[config.mk]
export PLATFORM = sky130hd
export DESIGN_NAME = alu_op_sequencer_flat
export DESIGN_NICKNAME = d
export VERILOG_FILES = /design/src/rtl/alu_pkg.sv /design/src/rtl/alu_op_sequencer_if.sv /design/src/rtl/alu_op_sequencer_rr_arbiter2.sv /design/src/rtl/alu_op_sequencer.sv /design/src/flat_wrapper.sv
export SDC_FILE = /design/constraint.sdc
export NUM_CORES = 1
export LEC_CHECK = 0
export CORE_MARGIN = 2
export CORE_UTILIZATION = 44
export CTS_CLUSTER_DIAMETER = 200
export DETAILED_ROUTE_END_ITERATION = 7
export PLACE_DENSITY = 0.83
export SLEW_MARGIN = 10
export SYNTH_ARGS = -nofsm -noshare
export SYNTH_HDL_FRONTEND = slang
export SYNTH_HIERARCHICAL = 1
export SYNTH_SLANG_ARGS = --single-unit
export TNS_END_PERCENT = 1
[constraint.sdc]
create_clock -name clk -period 4.4 [get_ports clk]
set_clock_uncertainty 0.05 [all_clocks]
set_input_delay 0.44 -clock clk [delete_from_list [all_inputs] [get_ports clk]]
set_output_delay 0.44 -clock clk [all_outputs]
set_load 0.01 [all_outputs]
[src/rtl/alu_pkg.sv]
// alu_pkg: shared definitions for the ALU operation sequencer slice.
//   DATA_W      - datapath width of the shared ALU
//   OP_*        - 3-bit ALU opcodes (passed through undecoded by the sequencer)
//   seq_state_t - sequencer FSM state encoding
package alu_pkg;

  localparam int DATA_W = 8;

  localparam logic [2:0] OP_ADD  = 3'd0;
  localparam logic [2:0] OP_SUB  = 3'd1;
  localparam logic [2:0] OP_AND  = 3'd2;
  localparam logic [2:0] OP_OR   = 3'd3;
  localparam logic [2:0] OP_XOR  = 3'd4;
  localparam logic [2:0] OP_SHL  = 3'd5;
  localparam logic [2:0] OP_SHR  = 3'd6;
  localparam logic [2:0] OP_PASS = 3'd7;

  typedef enum logic [1:0] {
    IDLE = 2'd0,
    EXEC = 2'd1,
    RESP = 2'd2
  } seq_state_t;

endpackage

[src/rtl/alu_op_sequencer_if.sv]
// alu_op_sequencer_if: bundles the two requester ports, the ALU-facing
// operand/result bus and the response port of the sequencer.
//   slave  modport - the sequencer's view (consumes requests, drives the ALU
//                    operands and the response)
//   master modport - the surrounding glue's view (requesters, ALU, consumer)
interface alu_op_sequencer_if;
  import alu_pkg::*;

  logic              req0_valid;
  logic              req0_ready;
  logic [2:0]        req0_op;
  logic [DATA_W-1:0] req0_a;
  logic [DATA_W-1:0] req0_b;

  logic              req1_valid;
  logic              req1_ready;
  logic [2:0]        req1_op;
  logic [DATA_W-1:0] req1_a;
  logic [DATA_W-1:0] req1_b;

  logic [2:0]        alu_op;
  logic [DATA_W-1:0] alu_a;
  logic [DATA_W-1:0] alu_b;
  logic [DATA_W-1:0] alu_result;
  logic              alu_carry;
  logic              alu_zero;

  logic              rsp_valid;
  logic              rsp_ready;
  logic              rsp_id;
  logic [DATA_W-1:0] rsp_result;
  logic              rsp_carry;
  logic              rsp_zero;

  logic              busy;

  modport slave (
    input  req0_valid, req0_op, req0_a, req0_b,
    input  req1_valid, req1_op, req1_a, req1_b,
    input  alu_result, alu_carry, alu_zero,
    input  rsp_ready,
    output req0_ready, req1_ready,
    output alu_op, alu_a, alu_b,
    output rsp_valid, rsp_id, rsp_result, rsp_carry, rsp_zero,
    output busy
  );

  modport master (
    output req0_valid, req0_op, req0_a, req0_b,
    output req1_valid, req1_op, req1_a, req1_b,
    output alu_result, alu_carry, alu_zero,
    output rsp_ready,
    input  req0_ready, req1_ready,
    input  alu_op, alu_a, alu_b,
    input  rsp_valid, rsp_id, rsp_result, rsp_carry, rsp_zero,
    input  busy
  );

endinterface

[src/rtl/alu_op_sequencer_rr_arbiter2.sv]
// rr_arbiter2: two-way round-robin arbiter.
//   clk, rst        - clock and synchronous active-high reset
//   enable          - arbitration allowed this cycle (sequencer idle)
//   valid0, valid1  - requester valids
//   grant0, grant1  - combinational one-hot grants; a grant is also the accept
// The priority pointer flips to the other requester on every grant, so a
// requester that keeps valid asserted can never be starved.
module rr_arbiter2 (
  input  logic clk,
  input  logic rst,
  input  logic enable,
  input  logic valid0,
  input  logic valid1,
  output logic grant0,
  output logic grant1
);

  logic rr_ptr;

  // rr_ptr only matters when both requesters are valid.
  assign grant0 = enable & valid0 & (~valid1 | ~rr_ptr);
  assign grant1 = enable & valid1 & (~valid0 |  rr_ptr);

  // After serving one requester, prefer the other one next time.
  always_ff @(posedge clk) begin
    if (rst) begin
      rr_ptr <= 1'b0;
    end else if (grant0) begin
      rr_ptr <= 1'b1;
    end else if (grant1) begin
      rr_ptr <= 1'b0;
    end
  end

endmodule

[src/rtl/alu_op_sequencer.sv]
// alu_op_sequencer: shares one ALU between two requesters.
//   clk, rst - clock and synchronous active-high reset
//   bus      - alu_op_sequencer_if.slave: req0/req1 valid/ready operation
//              ports, ALU operand/result bus, rsp valid/ready response port
//              and the busy flag
// A granted operation is latched onto the ALU operands, held for ALU_LATENCY
// cycles, and the ALU outputs are then captured into the response registers,
// which stay stable until the consumer takes them.
module alu_op_sequencer
  import alu_pkg::*;
#(
  parameter int ALU_LATENCY = 1,
  parameter int CNT_W       = 4
) (
  input logic clk,
  input logic rst,
  alu_op_sequencer_if.slave bus
);

  seq_state_t       state;
  seq_state_t       state_nxt;
  logic [CNT_W-1:0] cnt;
  logic             idle;
  logic             grant0;
  logic             grant1;
  logic             accept;
  logic             capture;
  logic             release_rsp;

  assign idle = (state == IDLE);

  rr_arbiter2 u_arb (
    .clk    (clk),
    .rst    (rst),
    .enable (idle),
    .valid0 (bus.req0_valid),
    .valid1 (bus.req1_valid),
    .grant0 (grant0),
    .grant1 (grant1)
  );

  assign bus.req0_ready = grant0;
  assign bus.req1_ready = grant1;
  assign bus.busy       = ~idle;

  // Next-state logic. The counter reaching 1 marks the last edge the
  // operands must be held, so the ALU outputs are captured on that edge.
  always_comb begin
    state_nxt   = state;
    accept      = 1'b0;
    capture     = 1'b0;
    release_rsp = 1'b0;
    case (state)
      IDLE: begin
        if (grant0 | grant1) begin
          accept    = 1'b1;
          state_nxt = EXEC;
        end
      end
      EXEC: begin
        if (cnt == CNT_W'(1)) begin
          capture   = 1'b1;
          state_nxt = RESP;
        end
      end
      RESP: begin
        if (bus.rsp_valid && bus.rsp_ready) begin
          release_rsp = 1'b1;
          state_nxt   = IDLE;
        end
      end
      default: state_nxt = IDLE;
    endcase
  end

  // State register and latency down-counter.
  always_ff @(posedge clk) begin
    if (rst) begin
      state <= IDLE;
      cnt   <= '0;
    end else begin
      state <= state_nxt;
      if (accept) begin
        cnt <= CNT_W'(ALU_LATENCY);
      end else if (state == EXEC) begin
        cnt <= cnt - CNT_W'(1);
      end
    end
  end

  // Operand and response registers. Operands only change on accept so the
  // ALU inputs do not toggle while idle or waiting on the consumer.
  always_ff @(posedge clk) begin
    if (rst) begin
      bus.alu_op     <= '0;
      bus.alu_a      <= '0;
      bus.alu_b      <= '0;
      bus.rsp_id     <= 1'b0;
      bus.rsp_valid  <= 1'b0;
      bus.rsp_result <= '0;
      bus.rsp_carry  <= 1'b0;
      bus.rsp_zero   <= 1'b0;
    end else begin
      if (accept) begin
        bus.alu_op <= grant1 ? bus.req1_op : bus.req0_op;
        bus.alu_a  <= grant1 ? bus.req1_a  : bus.req0_a;
        bus.alu_b  <= grant1 ? bus.req1_b  : bus.req0_b;
        bus.rsp_id <= grant1;
      end
      if (capture) begin
        bus.rsp_result <= bus.alu_result;
        bus.rsp_carry  <= bus.alu_carry;
        bus.rsp_zero   <= bus.alu_zero;
        bus.rsp_valid  <= 1'b1;
      end else if (release_rsp) begin
        bus.rsp_valid  <= 1'b0;
      end
    end
  end

endmodule

[src/flat_wrapper.sv]
// flat-port wrapper written by rule: the top's interface ports become plain ports
module alu_op_sequencer_flat import alu_pkg::*;
#(
  parameter int ALU_LATENCY = 1,
  parameter int CNT_W       = 4
)
  (clk, rst, bus_req0_valid, bus_req0_op, bus_req0_a, bus_req0_b, bus_req1_valid, bus_req1_op, bus_req1_a, bus_req1_b, bus_alu_result, bus_alu_carry, bus_alu_zero, bus_rsp_ready, bus_req0_ready, bus_req1_ready, bus_alu_op, bus_alu_a, bus_alu_b, bus_rsp_valid, bus_rsp_id, bus_rsp_result, bus_rsp_carry, bus_rsp_zero, bus_busy);
  alu_op_sequencer_if bus_i ();
  input logic clk;
  input logic rst;
  input wire logic [$bits(bus_i.req0_valid)-1:0] bus_req0_valid;
  input wire logic [$bits(bus_i.req0_op)-1:0] bus_req0_op;
  input wire logic [$bits(bus_i.req0_a)-1:0] bus_req0_a;
  input wire logic [$bits(bus_i.req0_b)-1:0] bus_req0_b;
  input wire logic [$bits(bus_i.req1_valid)-1:0] bus_req1_valid;
  input wire logic [$bits(bus_i.req1_op)-1:0] bus_req1_op;
  input wire logic [$bits(bus_i.req1_a)-1:0] bus_req1_a;
  input wire logic [$bits(bus_i.req1_b)-1:0] bus_req1_b;
  input wire logic [$bits(bus_i.alu_result)-1:0] bus_alu_result;
  input wire logic [$bits(bus_i.alu_carry)-1:0] bus_alu_carry;
  input wire logic [$bits(bus_i.alu_zero)-1:0] bus_alu_zero;
  input wire logic [$bits(bus_i.rsp_ready)-1:0] bus_rsp_ready;
  output wire logic [$bits(bus_i.req0_ready)-1:0] bus_req0_ready;
  output wire logic [$bits(bus_i.req1_ready)-1:0] bus_req1_ready;
  output wire logic [$bits(bus_i.alu_op)-1:0] bus_alu_op;
  output wire logic [$bits(bus_i.alu_a)-1:0] bus_alu_a;
  output wire logic [$bits(bus_i.alu_b)-1:0] bus_alu_b;
  output wire logic [$bits(bus_i.rsp_valid)-1:0] bus_rsp_valid;
  output wire logic [$bits(bus_i.rsp_id)-1:0] bus_rsp_id;
  output wire logic [$bits(bus_i.rsp_result)-1:0] bus_rsp_result;
  output wire logic [$bits(bus_i.rsp_carry)-1:0] bus_rsp_carry;
  output wire logic [$bits(bus_i.rsp_zero)-1:0] bus_rsp_zero;
  output wire logic [$bits(bus_i.busy)-1:0] bus_busy;
  assign bus_i.req0_valid = bus_req0_valid;
  assign bus_i.req0_op = bus_req0_op;
  assign bus_i.req0_a = bus_req0_a;
  assign bus_i.req0_b = bus_req0_b;
  assign bus_i.req1_valid = bus_req1_valid;
  assign bus_i.req1_op = bus_req1_op;
  assign bus_i.req1_a = bus_req1_a;
  assign bus_i.req1_b = bus_req1_b;
  assign bus_i.alu_result = bus_alu_result;
  assign bus_i.alu_carry = bus_alu_carry;
  assign bus_i.alu_zero = bus_alu_zero;
  assign bus_i.rsp_ready = bus_rsp_ready;
  assign bus_req0_ready = bus_i.req0_ready;
  assign bus_req1_ready = bus_i.req1_ready;
  assign bus_alu_op = bus_i.alu_op;
  assign bus_alu_a = bus_i.alu_a;
  assign bus_alu_b = bus_i.alu_b;
  assign bus_rsp_valid = bus_i.rsp_valid;
  assign bus_rsp_id = bus_i.rsp_id;
  assign bus_rsp_result = bus_i.rsp_result;
  assign bus_rsp_carry = bus_i.rsp_carry;
  assign bus_rsp_zero = bus_i.rsp_zero;
  assign bus_busy = bus_i.busy;
  alu_op_sequencer #(.ALU_LATENCY(ALU_LATENCY), .CNT_W(CNT_W)) u_core (.clk(clk), .rst(rst), .bus(bus_i));
endmodule
# --- Yosys cells after proc, flatten, opt, wreduce, memory -nomap -nowiden ---
# Index checks and enable logic that the tools add are counted.
# W data, S select, Z words.
totals:
  regBits: 38
  input_bits: 53
  elab_cells: 56
  output_inout_bits: 34
classes:
  eq_ne: 6
  mux: 19
  bitwise: 11
  reduce_logical: 7
  addsub: 1
ops:
  columns: ["op", "n"]
  rows:
  - ["$mux W8", 2]
  - ["$mux W1", 12]
  - ["$mux W2", 3]
  - ["$pmux W2 S3", 1]
  - ["$reduce_bool A2 Y1", 3]
  - ["$and A1 B1 Y1", 4]
  - ["$eq A4 B1 Y1 const B", 1]
  - ["$ne A2 B1 Y1 const B", 2]
  - ["$not A1 Y1", 4]
  - ["$sub A4 B1 Y4 const B", 1]
  - ["$mux W3", 1]
  - ["$or A1 B1 Y1", 3]
  - ["$reduce_and A3 Y1", 1]
  - ["$eq A2 B1 Y1 const B", 1]
  - ["$eq A2 B2 Y1 const B", 1]
  - ["$logic_not A2 Y1", 1]
  - ["$ne A2 B2 Y1 const B", 1]
  - ["$reduce_or A2 Y1", 1]
  - ["$logic_and A1 B1 Y1", 1]

# --- Depth between registers and ports, before layout ---
logic_depth:
  word_depth: 7
  depth_mapped: 11
  depth_no_buf: 7

# --- Modules after synthesis ---
# The synthesis kept the hierarchy.
by_module_without_submodules:
  columns: ["mod", "seq_area_each_um2", "area_per_inst_um2", "cells_each", "instances"]
  rows:
  - ["alu_op_sequencer", 740.7, 1754.2, 177, 1]
  - ["rr_arbiter2", 20.0, 55.1, 8, 1]

# --- Worst setup path before layout ---
# OpenSTA, ideal clock, no wires.
synth_path:
  path_type: "reg-to-reg"
  start: "register u_core.state[0]"
  end: "register u_core.bus.alu_a[1]"
  stages_incl_launch_ff: 9
  setup_slack_ps: 2136
  setup_ps: 137
  t_arrival_ps: 2077
  cell_sequence: "dfxtp_1 -> or2_1 -> inv_2 -> buf_2 -> nand2_1 -> a21oi_1 -> clkbuf_1 -> mux2i_1 -> a211oi_2"
synth_via:
  elab_chain_len: 6
  elab_cells_between_ends: 9
  classes_between: "mux (3); bitwise (5); reduce/logical (1)"
synth_lines:
  columns: ["item", "line", "source"]
  rows:
  - ["from (decl)", "alu_op_sequencer.sv:20", "seq_state_t state;"]
  - ["from (signal assigned)", "alu_op_sequencer.sv:82", "state <= state_nxt;"]
  - ["$logic_not A2 Y1 (*)", "alu_op_sequencer.sv:30", "assign idle = (state == IDLE);"]
  - ["via u_core.idle", "alu_op_sequencer.sv:23", "logic idle;"]
  - ["$and A1 B1 Y1 (*) (2 in series)", "alu_op_sequencer_rr_arbiter2.sv:22", "assign grant1 = enable & valid1 & (~valid0 | rr_ptr);"]
  - ["via bus_req1_ready", "flat_wrapper.sv:24", "output wire logic [$bits(bus_i.req1_ready)-1:0] bus_req1_ready;"]
  - ["$or A1 B1 Y1", "alu_op_sequencer.sv:55", "if (grant0 | grant1) begin"]
  - ["$mux W1", "alu_op_sequencer.sv:55", null]
  - ["$mux W1", "alu_op_sequencer.sv:53", "case (state)"]
  - ["to (signal assigned)", "alu_op_sequencer.sv:106", "bus.alu_a <= grant1 ? bus.req1_a : bus.req0_a;"]
  - ["to (decl)", "alu_op_sequencer_if.sv:43", "output alu_op, alu_a, alu_b,"]
# Mark *: on every way through the listed nets, which the timed path passes. The rest lies on a longest branch.
# A chain may end at the register's enable or synchronous reset.

# --- Worst setup path after layout ---
layout_path:
  start: "register u_core.state[0]"
  end: "register u_core.bus.alu_op[0]"
layout_via:
  elab_chain_len: 6
  elab_cells_between_ends: 9
  classes_between: "mux (3); bitwise (5); reduce/logical (1)"
layout_lines:
  columns: ["item", "line", "source"]
  rows:
  - ["$logic_not A2 Y1 (*)", "alu_op_sequencer.sv:30, alu_op_sequencer.sv:53", null]
  - ["$and A1 B1 Y1, on equally long branches (2 in series)", "alu_op_sequencer_rr_arbiter2.sv:21, alu_op_sequencer_rr_arbiter2.sv:22", null]
  - ["$or A1 B1 Y1", "alu_op_sequencer.sv:55", null]
  - ["$mux W1", "alu_op_sequencer.sv:55", null]
  - ["$mux W1", "alu_op_sequencer.sv:53", null]
  - ["to (signal assigned)", "alu_op_sequencer.sv:105", "bus.alu_op <= grant1 ? bus.req1_op : bus.req0_op;"]
  - ["to (decl)", "alu_op_sequencer_if.sv:43", null]
# Mark *: on every way between the ends. The rest lies on a longest branch, timed or not.

==> metrics <==
DR iter-0 viols=between 100 and 150; xor/xnor share of the synthesized area=0.968%; drt drc=0; Clk pwr share=about a fifth; Synth Instances=approximately 190; FMAX=301 MHz; Flop pwr share=~35%; critical setup path kind=flip-flop to flip-flop; Total GRT Usage=around a fifth; FP Rows=23; mean post-synth cell area=about 10 um^2; RSZ-0062 raised after global routing=false; Synth area leaders=dfxtp_1 42%, mux2i_1 16%, a21oi_1 7.5%; minimum clock period=approximately 3.3 ns; placed cells=around 310; Final Max Tran Viols=0; Post-synth EDFFs=0; Post-synth ARST share=0%; Worst path slowest cell=and2_1; Setup crit end kind=flip-flop; Crit path top cell by count=or2_1; I/O pin count=between 80 and 90; via density per instance=4.97; Synth top cells by count=38 x dfxtp_1, 29 x mux2i_1, 27 x a21oi_1; layout cell share with drive strength beyond 1=under 10%; Hold-fix buffers, CTS=0; post-layout net count=between 300 and 400; number of setup buffers added after CTS=0; post-synthesis sequential area ratio=between 40% and 50%; CTS tree=built; root buffer cell=clkbuf_8; worst path cell trace=or2_1 > inv_2 > nand2_1 > a21oi_2 > buf_4 > or2_1 > and2_1 > a211oi_1; hold depth=2; outcome=completed; Max-Cap Viols=0; Net Count, Synth=between 200 and 250; H-Tree Depth=2; ant diodes=0; Final ANT Viol Nets=0; synth warn=6; Synth Area in Adders=~1.4%; Core Util, Final=69.6%; Clk Latency, worst-skew pair=roughly 0.29 ns; iteration count of the initial detailed-routing pass=4; most instantiated library cell after synthesis=dfxtp_1; Mapped Area=between 1500 and 2000 um^2; maximum vdd ir drop=between 0.3 and 0.4 mV; Max FO, Critical Path=27; largest area contributor in the netlist=dfxtp_1; Reg2Reg Depth=8; DP HPWL=around 3.1 mm; Rel. slew slack=between 40% and 50%; Netlist cell types=28; total CTS buffers=5; Overall Power=between 0.001 and 0.0015 W; Synth top area share=between 40 and 50%; total wire length=about 4.1 mm; crit path launch type=flip-flop; routed length per instance=approximately 13 um; Area growth, synth to finish=52.8%; worst endpoint required time=roughly 4.5 ns; largest family of logic cells by synthesized area=compound AO/OA/AOI/OAI gates; Switch Pwr=around 0.0005 W; GP Congestion=0.727; internal power=about 0.00096 W; die height=~68 um; Compound-Gate Fraction of Synth Area=a little over a fifth; combinational power share=between 40% and 50%; via count=approximately 1600; core box area=3970 um^2; Tightest Pin Transition=0.829 ns; die area=between 4000 and 5000 um^2; # port buffers=86; Post-Layout Cell Count=315; sw frac=between 30% and 40%; P_leak=0.975 nW; simple-gate area share of the yosys netlist=12.7%; crit path DAT=between 3 and 4 ns; Hold WS=0.424 ns; initial antenna violation count=0; first-pass GRT wire length=6.63 mm; post-cts resize count=0; setup total negative slack=0 ns; endpoints failing hold=0; total power divided by cell area=528 nW/um^2; largest net degree at the start of global routing=40; clock-pin slew on the worst setup and hold paths=approximately 0.07 ns; synthesized flop and latch total=38; Starting Density=between 40% and 50%; CTS Sinks=38; Clock Path Buffers=2; Main synth FF type=dfxtp_1; total global routing overflow=0; type of the tightest min-delay check=flip-flop to flip-flop; DIE WIDTH=~70 um; mux cell area share after synthesis=about 16%; final setup fails=0; Worst path max stage delay=0.78 ns; vias in the first global route=1493; part of the cycle the worst path needs=between 70% and 80%
-- logic make-up (layout without fill, tap and decap cells) --
| group | count (synthesis) | after routing |
|---|---|---|
| AO/OA/AOI/OAI | 53 | 53 |
| adder cells (fa/ha/maj) | 2 | 2 |
| AND/OR/NAND/NOR | 40 | 40 |
| flip-flops | 38 | 38 |
| multiplexers | 29 | 29 |
| buffers and inverters | 21 | 101 |
| XOR/XNOR | 2 | 2 |
-- metal layers --
metal	up-vias	wire, um	global-route usage, %
met1	703	1810	22.5
li1	811	-	-
met2	47	1950	31.3
met4	0	71	7.50
met3	6	292	6.58
met5	-	0	0
-- power by group through the flow --
stage               clock network (W)  logic (W)  registers, W
finish                       0.000289   0.000665      0.000505
floorplan                           0   0.000385      0.000541
global route                 0.000306   0.000728      0.000518
detailed placement                  0   0.000670      0.000511
global placement                    0   0.000661      0.000511
CTS                          0.000293   0.000672      0.000505
-- metrics by stage --
step | setup WS (ns) | instance area, um^2
after floorplan | 2.14 | 1810
after global placement | 1.15 | 2660
after detailed placement | 1.05 | 2660
after CTS | 1.03 | 2770
after global routing | 0.733 | 2770
final | 1.07 | 2770
-- layout make-up --
type | instances | area (um^2)
Fill cell | 337 | 1210
Multi-Input combinational cell | 126 | 946
Timing Repair Buffer | 88 | 871
Sequential cell | 38 | 761
Clock buffer | 7 | 76.3
Tap cell | 50 | 62.6
Clock inverter | 1 | 30.0
Inverter | 5 | 18.8
-- layout by cell type (no fill, tap or decap) --
master and count:
a2111oi_0 1, a211oi_1 10, a211oi_2 10, a21bo_2 1
a21o_1 1, a21oi_1 26, a21oi_2 1, a311oi_1 1
and2_1 2, buf_2 1, buf_4 2, bufinv_16 1
clkbuf_1 2, clkbuf_8 5, clkdlybuf4s50_1 85, dfxtp_1 38
ha_1 2, inv_1 4, inv_2 1, mux2i_1 29
nand2_1 7, nand2b_1 20, nand3b_1 3, nor2_1 3
nor2b_1 1, nor3_1 1, nor3b_1 1, o21ai_0 2
or2_1 2, xnor2_1 1, xor2_1 1
-- registers in the layout, summed over array words and instances, names as in the netlist --
signal / cells
u_core/bus.alu_a: 8
u_core/bus.alu_b: 8
u_core/bus.alu_op: 3
u_core/bus.rsp_carry: 1
u_core/bus.rsp_id: 1
u_core/bus.rsp_result: 8
u_core/bus.rsp_valid: 1
u_core/bus.rsp_zero: 1
u_core/cnt: 4
u_core/state: 2
u_core/u_arb/rr_ptr: 1
-- critical path: cells and delay by family (launching register included) --
kind | cells | cell delay, ns
DFF | 1 | 0.35
AOI/OAI and AO/OA | 2 | 0.30
buffers and inverters | 2 | 0.66
and+or+nand+nor | 4 | 1.79
-- path summary, 6_finish.rpt --
path	to	slack, ns	startpoint
setup / recovery	u_core/bus.alu_op[0]	1.07	u_core/state[0]
hold / removal	u_core/bus.rsp_result[0]	0.42	u_core/bus.rsp_result[0]
setup reg to reg	u_core/bus.alu_op[0]	1.07	u_core/state[0]
hold reg to reg	u_core/bus.rsp_result[0]	0.42	u_core/bus.rsp_result[0]
Note: power is estimated with default switching activity, not from simulation.
